### config.mk
export PLATFORM = sky130hd
export DESIGN_NAME = serial_to_parallel_flat
export DESIGN_NICKNAME = d
export VERILOG_FILES = /design/src/rtl/safe_pkg.sv /design/src/rtl/serial_to_parallel_if.sv /design/src/rtl/serial_to_parallel.sv /design/src/flat_wrapper.sv
export SDC_FILE = /design/constraint.sdc
export NUM_CORES = 1
export LEC_CHECK = 0
export BUFFER_PORTS_ARGS = -buffer_cell sky130_fd_sc_hd__buf_2
export CORE_AREA = 2 2 39 41
export DETAILED_ROUTE_END_ITERATION = 7
export DIE_AREA = 0 0 41 43
export MAX_ROUTING_LAYER = met4
export PLACE_DENSITY = 0.58
export SETUP_SLACK_MARGIN = 0.02
export SYNTH_ARGS = -nofsm -noshare
export SYNTH_HDL_FRONTEND = slang
export SYNTH_SLANG_ARGS = --single-unit
### constraint.sdc
create_clock -name clk -period 1.14 [get_ports clk]
set_input_delay 0.228 -clock clk [delete_from_list [all_inputs] [get_ports clk]]
set_output_delay 0.228 -clock clk [all_outputs]
set_load 0.005 [all_outputs]
### src/rtl/safe_pkg.sv
// Shared types and constants for the safe design's serial link blocks.
package safe_pkg;

  localparam int SAFE_CODE_W = 4;

  typedef enum logic [1:0] {
    IDLE  = 2'd0,
    SHIFT = 2'd1,
    FULL  = 2'd2
  } s2p_state_t;

endpackage

### src/rtl/serial_to_parallel_if.sv
// Serial-in / parallel-out handshake bundle for the receive end of the link.
// Both sides are valid/ready: a transfer happens on a posedge where valid && ready.
interface serial_to_parallel_if #(
  parameter int N = 4
) ();
  logic         sdata;
  logic         svalid;
  logic         sready;
  logic [N-1:0] pdata;
  logic         pvalid;
  logic         pready;

  modport master (
    output sdata, svalid, pready,
    input  sready, pdata, pvalid
  );

  modport slave (
    input  sdata, svalid, pready,
    output sready, pdata, pvalid
  );
endinterface

### src/rtl/serial_to_parallel.sv
// Assembles N serially received bits into a word and holds it until consumed.
// sready depends only on registered state, so there is no pready->sready path.
module serial_to_parallel
  import safe_pkg::*;
#(
  parameter int N         = SAFE_CODE_W,
  parameter bit MSB_FIRST = 1'b1
) (
  input  logic                clk,
  input  logic                rst,
  serial_to_parallel_if.slave bus,
  output s2p_state_t          state_o
);

  localparam int CNT_W = (N > 1) ? $clog2(N) : 1;

  s2p_state_t       state_q, state_d;
  logic [CNT_W-1:0] cnt_q, cnt_d;
  logic [N-1:0]     shift_q, shift_d;
  logic [N-1:0]     pdata_q, pdata_d;
  logic [N-1:0]     shift_nxt;
  logic             sready;
  logic             accept;
  logic             last_bit;

  assign sready     = (state_q != FULL);
  assign accept     = bus.svalid && sready;
  assign last_bit   = (cnt_q == CNT_W'(N - 1));
  assign bus.sready = sready;
  assign bus.pvalid = (state_q == FULL);
  assign bus.pdata  = pdata_q;
  assign state_o    = state_q;

  // Incoming bit enters at the end opposite to where the first bit must finish.
  always_comb begin
    shift_nxt = shift_q;
    if (MSB_FIRST) begin
      shift_nxt    = shift_q << 1;
      shift_nxt[0] = bus.sdata;
    end else begin
      shift_nxt      = shift_q >> 1;
      shift_nxt[N-1] = bus.sdata;
    end
  end

  always_comb begin
    state_d = state_q;
    cnt_d   = cnt_q;
    shift_d = shift_q;
    pdata_d = pdata_q;
    case (state_q)
      IDLE, SHIFT: begin
        if (accept) begin
          shift_d = shift_nxt;
          if (last_bit) begin
            state_d = FULL;
            cnt_d   = '0;
            pdata_d = shift_nxt;
          end else begin
            state_d = SHIFT;
            cnt_d   = cnt_q + CNT_W'(1);
          end
        end
      end
      FULL: begin
        if (bus.pready) state_d = IDLE;
      end
      default: state_d = IDLE;
    endcase
  end

  always_ff @(posedge clk) begin
    if (rst) begin
      state_q <= IDLE;
      cnt_q   <= '0;
      shift_q <= '0;
      pdata_q <= '0;
    end else begin
      state_q <= state_d;
      cnt_q   <= cnt_d;
      shift_q <= shift_d;
      pdata_q <= pdata_d;
    end
  end

  a_pvalid_full: assert property (@(posedge clk) bus.pvalid == (state_q == FULL));
  a_sready_inv:  assert property (@(posedge clk) bus.sready == !bus.pvalid);
  a_pdata_hold:  assert property (@(posedge clk) disable iff (rst)
                                  (bus.pvalid && !bus.pready) |=> $stable(bus.pdata));

endmodule

### src/flat_wrapper.sv
// flat-port wrapper written by rule: the top's interface ports become plain ports
module serial_to_parallel_flat import safe_pkg::*;
#(
  parameter int N         = SAFE_CODE_W,
  parameter bit MSB_FIRST = 1'b1
)
  (clk, rst, state_o, bus_sdata, bus_svalid, bus_pready, bus_sready, bus_pdata, bus_pvalid);
  serial_to_parallel_if #(.N(N)) bus_i ();
  input  logic clk;
  input  logic rst;
  output s2p_state_t state_o;
  input wire logic [$bits(bus_i.sdata)-1:0] bus_sdata;
  input wire logic [$bits(bus_i.svalid)-1:0] bus_svalid;
  input wire logic [$bits(bus_i.pready)-1:0] bus_pready;
  output wire logic [$bits(bus_i.sready)-1:0] bus_sready;
  output wire logic [$bits(bus_i.pdata)-1:0] bus_pdata;
  output wire logic [$bits(bus_i.pvalid)-1:0] bus_pvalid;
  assign bus_i.sdata = bus_sdata;
  assign bus_i.svalid = bus_svalid;
  assign bus_i.pready = bus_pready;
  assign bus_sready = bus_i.sready;
  assign bus_pdata = bus_i.pdata;
  assign bus_pvalid = bus_i.pvalid;
  serial_to_parallel #(.N(N), .MSB_FIRST(MSB_FIRST)) u_core (.clk(clk), .rst(rst), .bus(bus_i), .state_o(state_o));
endmodule
### Yosys cells after proc, flatten, opt, wreduce, memory -nomap -nowiden

Index checks and enable logic that the tools add are counted.

* register bits after elaboration: 11
* input bits: 5
* output and inout port bits: 8
* logic and storage cells: 22

* add/subtract/negate cells: 1
* equality and inequality tests: 6
* multiplexer cells: 5
* reductions and logical operators: 6

Operator list (count)
* 2-bit two-way mux: 4
* 2-bit == test, second input constant: 2
* 2-bit != test, second input constant: 2
* 2-bit one-hot mux with 2 select lines: 1
* 2-bit AND reduction: 2
* 3-bit AND reduction: 1
* 2-bit by 1-bit adder with 2-bit output, second input constant: 1
* 2-bit by 1-bit == test with 1-bit output, second input constant: 1
* 2-bit zero test: 1
* 2-bit by 1-bit != test with 1-bit output, second input constant: 1
* 2-bit OR reduction: 1
* 1-bit logical AND: 1

### Longest topological paths before layout

Gate-level depths: netlist of run 1.

* depth after elaboration: 4
* mapped depth: 4
* gate-level depth less buffers: 4

### Worst setup path after synthesis of run 1

OpenSTA, ideal clock, no wires.

* kind: register to register
* start: register u_core.cnt_q[0]
* end: register u_core.pdata_q[0] (netlist: u_core.bus.pdata[0])
* library setup time: 127 ps
* arrival: 905 ps
* data required time: 1013 ps
* path slack: 108 ps
* stages on the path, launching flop included: 5
* path buffers: 0
* period minus slack after synthesis: 1032 ps
* path through: dfxtp_1 -> ha_1 -> nand3b_2 -> mux2i_1 -> nor2_1

* word-level cells in the longest chain between the ends: 2

Ends and longest elaborated chain
* from (decl): line serial_to_parallel.sv:18 `logic [CNT_W-1:0] cnt_q, cnt_d;`
* from (signal assigned): line serial_to_parallel.sv:80 `cnt_q <= cnt_d;`
* 2-bit == test: line serial_to_parallel.sv:28 `assign last_bit = (cnt_q == CNT_W'(N - 1));`
* 3-bit AND reduction (no source line)
* to (signal assigned): line serial_to_parallel.sv:82 `pdata_q <= pdata_d;`
* to (decl): line serial_to_parallel.sv:20 `logic [N-1:0] pdata_q, pdata_d;`

No other way between the ends.
A chain may end at the register's enable or synchronous reset.

### Final worst setup path of run 1

* start: register u_core.state_q[0] (netlist: u_core.state_o[0])
* end: output bus_pvalid

* word-level cells in the longest chain between the ends: 1

Ends and longest elaborated chain
* from (decl): line serial_to_parallel.sv:17 `s2p_state_t state_q, state_d;`
* from (signal assigned): line serial_to_parallel.sv:79 `state_q <= state_d;`
* 2-bit == test: line serial_to_parallel.sv:30 `assign bus.pvalid = (state_q == FULL);`
* to (decl): line flat_wrapper.sv:17 `output wire logic [$bits(bus_i.pvalid)-1:0] bus_pvalid;`

No other way between the ends.

==> results of run 1 <==
through the flow:
stage	util [%]	area (µm²)	setup TNS, ps	hold slack (ps)	cells
2_1_floorplan	-	429	0	313	41
3_3_place_gp	35.7	494	0	480	67
3_5_place_dp	35.7	494	0	482	67
4_1_cts	38.4	532	0	208	71
5_1_grt	40.4	559	-5.47	234	71
6_report	40.4	559	0	218	71
worst max path at each step:
| stage | startpoint | slack [ps] | depth (start not counted) | endpoint |
|---|---|---|---|---|
| 6_report | u_core.state_o[0] | 40 | 3 | bus_pvalid |
| 5_1_grt | u_core.state_o[0] | -5 | 3 | bus_pvalid |
| 4_1_cts | u_core.state_o[0] | 2 | 3 | bus_pvalid |
| 3_5_place_dp | u_core.state_o[1] | 30 | 3 | u_core.shift_q[2] |
| 3_3_place_gp | u_core.cnt_q[0] | 50 | 4 | u_core.bus.pdata[1] |
| 2_1_floorplan | u_core.cnt_q[0] | 110 | 4 | u_core.bus.pdata[0] |
sequential cells by signal, indices dropped and copies added (netlist names):
name and count:
u_core.state_o 2, u_core.cnt_q 2, u_core.bus.pdata 4, u_core.shift_q 3
cells in the mapped netlist, drive strengths merged:
cell,instances
buf,1
ha,1
a2111oi,1
nor2,11
dfxtp,11
nand3b,1
o21ai,1
mux2i,9
and2b,1
clkbuf,1
inv,1
nand2b,2
power by group through the flow:
stage	clock network, mW	registers [mW]	logic, mW
5_1_grt	0.299	0.414	0.0758
3_3_place_gp	0	0.416	0.0564
4_1_cts	0.277	0.408	0.0594
2_1_floorplan	0	0.415	0.0420
3_5_place_dp	0	0.416	0.0565
6_report	0.262	0.412	0.0654
final cells by class:
class	count	area (µm²)
fill	146	825
tap	16	20.0
clock buffer	4	26.3
multi-input combinational	27	226
sequential	11	223
inverter	1	3.75
timing repair buffer	12	60.1
timing repair:
| item | in CTS | in global routing |
|---|---|---|
| buffers inserted | 0 | 0 |
| endpoints found under the setup margin | 3 | 8 |
| hold buffers | 0 | 0 |
| gates resized for setup | 3 | 6 |
worst max-delay path, delay by kind of cell, from the launching register on:
| family | cells | cell delay, ps |
|---|---|---|
| DFF | 1 | 340 |
| buffers and inverters | 2 | 140 |
| and+or+nand+nor | 1 | 130 |
routing by layer:
metal  vias up  GRT usage, %  wire [µm]
met5         -             -          0
met1       153          14.7        337
met4         0          10.0          0
met2         9          12.2        410
li1        166             -          -
met3         0          3.14         44
cells by family after synthesis:
group                      Yosys count  share of synthesized area, %
AOI/OAI and AO/OA                    2                          3.50
muxes                                9                          21.0
buffers and inverters                3                          4.37
DFF                                 11                          51.3
and+or+nand+nor                     15                          16.9
adders and majority gates            1                          2.91
==> results by group, run 1 <==
Run status
  • Status: completed

STA
  • Worst slew pin tran: 250 ps
  • Crit path time final: around 1100 ps
  • Final Hold Violating Endpoints: 0
  • Final max-slew violation count: 0
  • Clock Skew: 0.776 ps
  • Final WS setup: between 40 and 50 ps
  • RSZ-0062 raised after global routing: true
  • Fin crit share: 96.1%
  • Slew HR: between 80% and 90%
  • Final setup viols: 0
  • Fmax: around 900 MHz

Setup path
  • Reg-to-Reg End: u_core.bus.pdata[3]
  • Critical Path, Cell by Cell: nand2b_4, inv_2, buf_2
  • WP data required: 910 ps
  • Setup CP Type: reg2out
  • Startpoint Class: flop
  • Critical Path AT: 870 ps
  • Slowest Stage Delay on Critical Path: 340 ps
  • Critical R2R Launch: u_core.cnt_q[0]
  • Max FO, Critical Path: 3
  • R2R cell count: 4
  • CP max-delay cell: dfxtp_2
  • Crit. End Element: output pin
  • R2r setup slk: between 100 and 150 ps

Floorplanning
  • Die height: 43 µm
  • Core Region: 0.00138 mm²
  • # IOs: 13
  • Initial Util: a little under a third
  • Row count: 14
  • Total Die Area: 0.00176 mm²
  • Die X: 41 µm

Global route
  • Grt ovf: 0
  • First-pass GRT wire length: 1210 µm
  • GRT Resource Usage Total: 10.9%
  • Largest net degree at the start of global routing: 12
  • Vias in the first global route: 286
  • Initial antenna violation count: 0

Clock network
  • Longest Clk Path Bufs: 2
  • CTS Root Cell: clkbuf_4
  • Worst skew pair latency: ~260 ps
  • Clock transition at path regs: 70 ps
  • Inserted Clock Buffers: 3
  • Htree depth: 1
  • CTS tree: yes
  • Clock Sinks: 11

Hold path
  • Hold_sp: bus_sdata
  • Hold Path Stages: 3
  • Hold Path End: u_core.shift_q[0]
  • Hold Crit Class: in2reg

Synth
  • Synthesized Nets: 47
  • Number of distinct library cells after synthesis: 12
  • Top cells by area, synth: dfxtp_1, mux2i_1, nor2_1
  • Synth warn: 0
  • Syn Inst Count: between 40 and 50
  • Mean post-synth cell area: 10.5 µm²
  • Area leader, netlist: dfxtp_1
  • Area of the mapped netlist: 429 µm²
  • Synth top area share: 51.3%
  • Yosys reg bits: 11
  • Sequential share of the synthesized area: 51.3%

Drt
  • Initial DRC count: 3
  • Post-route ant nets: 0
  • DRC: 0
  • Number of detailed-route iterations in the first pass: 4
  • Post-Route WL: 792 µm
  • Drt wl/cell: 11.2 µm
  • DR vias: 328
  • Post-DR vias/cell: roughly 4.6

Power
  • Total Power: 0.739 mW
  • Pwr dens: about 1300 mW/mm²
  • Sequential share of power: 55.7%
  • Max IR drop VDD: 0.000779 V
  • Sw Ratio: 23.0%
  • P_sw: around 0.17 mW
  • Static Leak: 0.305 nW
  • Combinational fraction of design power: between 8 and 9%
  • Clock Power Share: a little over a third
  • Pint: between 0.5 and 0.6 mW

Layout
  • Most common cell after layout, fill and taps aside: buf_2
  • Nets: 62
  • Diode count: 0
  • Share of cells above drive strength 1: between 40% and 50%
  • Most frequent cells in the layout: buf_2, nor2_1, mux2i_1, dfxtp_1, clkbuf_4
  • Area Overhead vs Synth: 30.3%

Placement
  • Final Wtd Congestion: between 0.6 and 0.7
  • # port buffers: 12
  • Setup WS pre-CTS: around 25 ps
  • HPWL Detailed: between 500 and 600 µm

Job
  • Max Cap Viol: 0
No activity file was read; power rests on OpenSTA's default activity.
==> inputs of run 2 (changes only) <==
==> constraint.sdc (replaced) <==
create_clock -name clk -period 1.14 [get_ports clk]
set_input_delay 0.171 -clock clk [delete_from_list [all_inputs] [get_ports clk]]
set_output_delay 0.171 -clock clk [all_outputs]
set_load 0.005 [all_outputs]
==> run 2 against run 1 <==
Net effect: cell area is 1.8% lower; register-to-register slack worse by 20 ps; critical path depth rose by 1; total power shrank 0.58%; clock skew about the same; cell count unchanged; sequential share of layout area is 0.73 points higher; critical path type is now reg2reg; largest cell class is now flip-flops and latches; largest power group unchanged.
==> results by group, run 2 (same netlist as run 1, synthesis figures left out) <==
Floorplanning
  • Total Die Area: 0.00176 mm² (unchanged)
  • Die height: 43 µm (unchanged)
  • Core Region: 0.00138 mm² (unchanged)
  • Row count: 14 (unchanged)
  • Die X: 41 µm (unchanged)
  • # IOs: 13 (unchanged)
  • Initial Util: 31.0% (unchanged)

Layout
  • Share of cells above drive strength 1: 40.0% (-1.8 points)
  • Area Overhead vs Synth: 28.0%
  • Max reg flops: 4 (unchanged)
  • Final Core Density: 39.7% (-0.72 points)
  • Non-Filler Instances: 71 (unchanged)
  • Diode count: 0 (unchanged)
  • Most common cell after layout, fill and taps aside: buf_2
  • Nets: 62 (unchanged)
  • Most frequent cells in the layout: buf_2, nor2_1, mux2i_1, dfxtp_1, clkbuf_4

Setup path
  • Crit path buffers/inverters: 0 (-2)
  • WP data required: 1290 ps (+380 ps)
  • CP max-delay cell: dfxtp_1
  • Max FO, Critical Path: 5 (+2)
  • Slowest Stage Delay on Critical Path: 360 ps (+20 ps)
  • Crit. End Element: flop
  • Critical Path AT: 1210 ps (+340 ps)
  • CP delay by family, top: flip-flops
  • Reg-to-Reg End: u_core.bus.pdata[3]
  • R2R cell count: 4 (unchanged)
  • Critical R2R Launch: u_core.cnt_q[0]
  • Startpoint Class: flop
  • Critical Path, Cell by Cell: ha_2, nand3b_4, mux2i_1, nor2_1
  • R2r setup slk: 90 ps (-20 ps)
  • Setup CP Type: reg2reg

Drt
  • DR vias: 325 (-0.91%)
  • Post-DR vias/cell: 4.58 (-0.91%)
  • Post-Route WL: 790 µm (-0.25%)
  • DRC: 0 (unchanged)
  • Number of detailed-route iterations in the first pass: 4 (unchanged)
  • Drt wl/cell: 11.1 µm (-0.25%)
  • Initial DRC count: 3 (unchanged)
  • Post-route ant nets: 0 (unchanged)

Global route
  • Met1 Use GR: 14.7% (unchanged)
  • GRT busiest layer: met1
  • GRT Resource Usage Total: 10.9% (unchanged)
  • Grt ovf: 0 (unchanged)
  • Largest net degree at the start of global routing: 12 (unchanged)
  • Initial antenna violation count: 0 (unchanged)
  • M2 GR Usage: 12.2% (unchanged)
  • Vias in the first global route: 286 (unchanged)
  • First-pass GRT wire length: 1210 µm (unchanged)
  • Met3 Use GR: 3.14% (unchanged)

STA
  • Final max-slew violation count: 0 (unchanged)
  • Fin crit share: 92.4% (-3.7 points)
  • Final Hold Violating Endpoints: 0 (unchanged)
  • Clock Skew: 1.26 ps (+0.479 ps)
  • Total Neg Setup Slack: 0 ps (unchanged)
  • Crit path time final: 1050 ps (-42.2 ps)
  • Final setup viols: 0 (unchanged)
  • Slew HR: 83.3% (about the same)
  • Fmax: 950 MHz (+4.0%)
  • Worst slew pin tran: 250 ps (+0.852 ps)
  • RSZ-0062 raised after global routing: true

Job
  • Max Cap Viol: 0 (unchanged)

Placement
  • Final Wtd Congestion: 0.673 (unchanged)
  • # port buffers: 12 (unchanged)
  • HPWL Detailed: 548 µm (unchanged)
  • Placed cells: 67 (unchanged)

Hold path
  • Hold Path Stages: 3 (unchanged)
  • Hold_sp: bus_sdata
  • Hold Path End: u_core.shift_q[0]
  • Hold Crit Class: in2reg

Clock network
  • Hold_buf cts: 0 (unchanged)
  • Worst skew pair latency: 260 ps (about the same)
  • Clock transition at path regs: 70 ps (about the same)
  • Inserted Clock Buffers: 3 (unchanged)
  • Htree depth: 1 (unchanged)
  • CTS tree: yes
  • Clock Sinks: 11 (unchanged)
  • Setup Fix Bufs, Post-CTS: 0 (unchanged)
  • CTS Root Cell: clkbuf_4
  • Longest Clk Path Bufs: 2 (unchanged)

Power
  • Static Leak: 0.306 nW (+0.58%)
  • Total Power: 0.734 mW (-0.58%)
  • Pwr dens: 1340 mW/mm² (+1.2%)
  • Max IR drop VDD: 0.000777 V (-0.25%)

Run status
  • Status: completed
run 2: worst max-delay path by stage:
stage | from | end | depth (start not counted)
after global routing | u_core.cnt_q[0] | u_core.bus.pdata[3] | 4
after detailed placement | u_core.state_o[1] | u_core.shift_q[2] | 3
after global placement | u_core.cnt_q[0] | u_core.bus.pdata[1] | 4
after CTS | u_core.state_o[0] | bus_pvalid | 3
final | u_core.cnt_q[0] | u_core.bus.pdata[3] | 4
after floorplan | u_core.cnt_q[0] | u_core.bus.pdata[0] | 4
run 2: stage by stage:
stage               instance area, µm²  setup slack [ps]  hold WS [ps]
floorplan                          429               108           256
global placement                   494              50.6           423
detailed placement                 494              25.3           426
CTS                                523              39.7           151
global route                       549              2.86           177
finish                             549              86.9           160
run 2: cell type report:
type	count	area (µm²)
Clock buffer	4	26.3
Fill cell	149	835
Inverter	1	3.75
Multi-Input combinational cell	27	216
Sequential cell	11	223
Tap cell	16	20.0
Timing Repair Buffer	12	60.1
run 2: what timing repair did:
item	in CTS	in global routing
hold endpoints to repair	0	0
setup endpoints to repair	1	8
pin swaps	0	1
gates resized for setup	1	6
run 2: power breakdown:
| part | internal, mW | switching, mW |
|---|---|---|
| clock network | 0.135 | 0.127 |
| registers | 0.399 | 0.0102 |
| logic | 0.0325 | 0.0306 |
run 2: routing by layer:
metal | wire [µm] | part of all wire (%)
met1 | 350 | 44
met2 | 395 | 50
met3 | 44 | 5.6
met4 | 0 | 0
met5 | 0 | 0
run 2: worst register-to-register path, stage by stage, from the launching register on:
cell and delay (ps):
dfxtp_1 360, ha_2 240, nand3b_4 130, mux2i_1 160, nor2_1 50
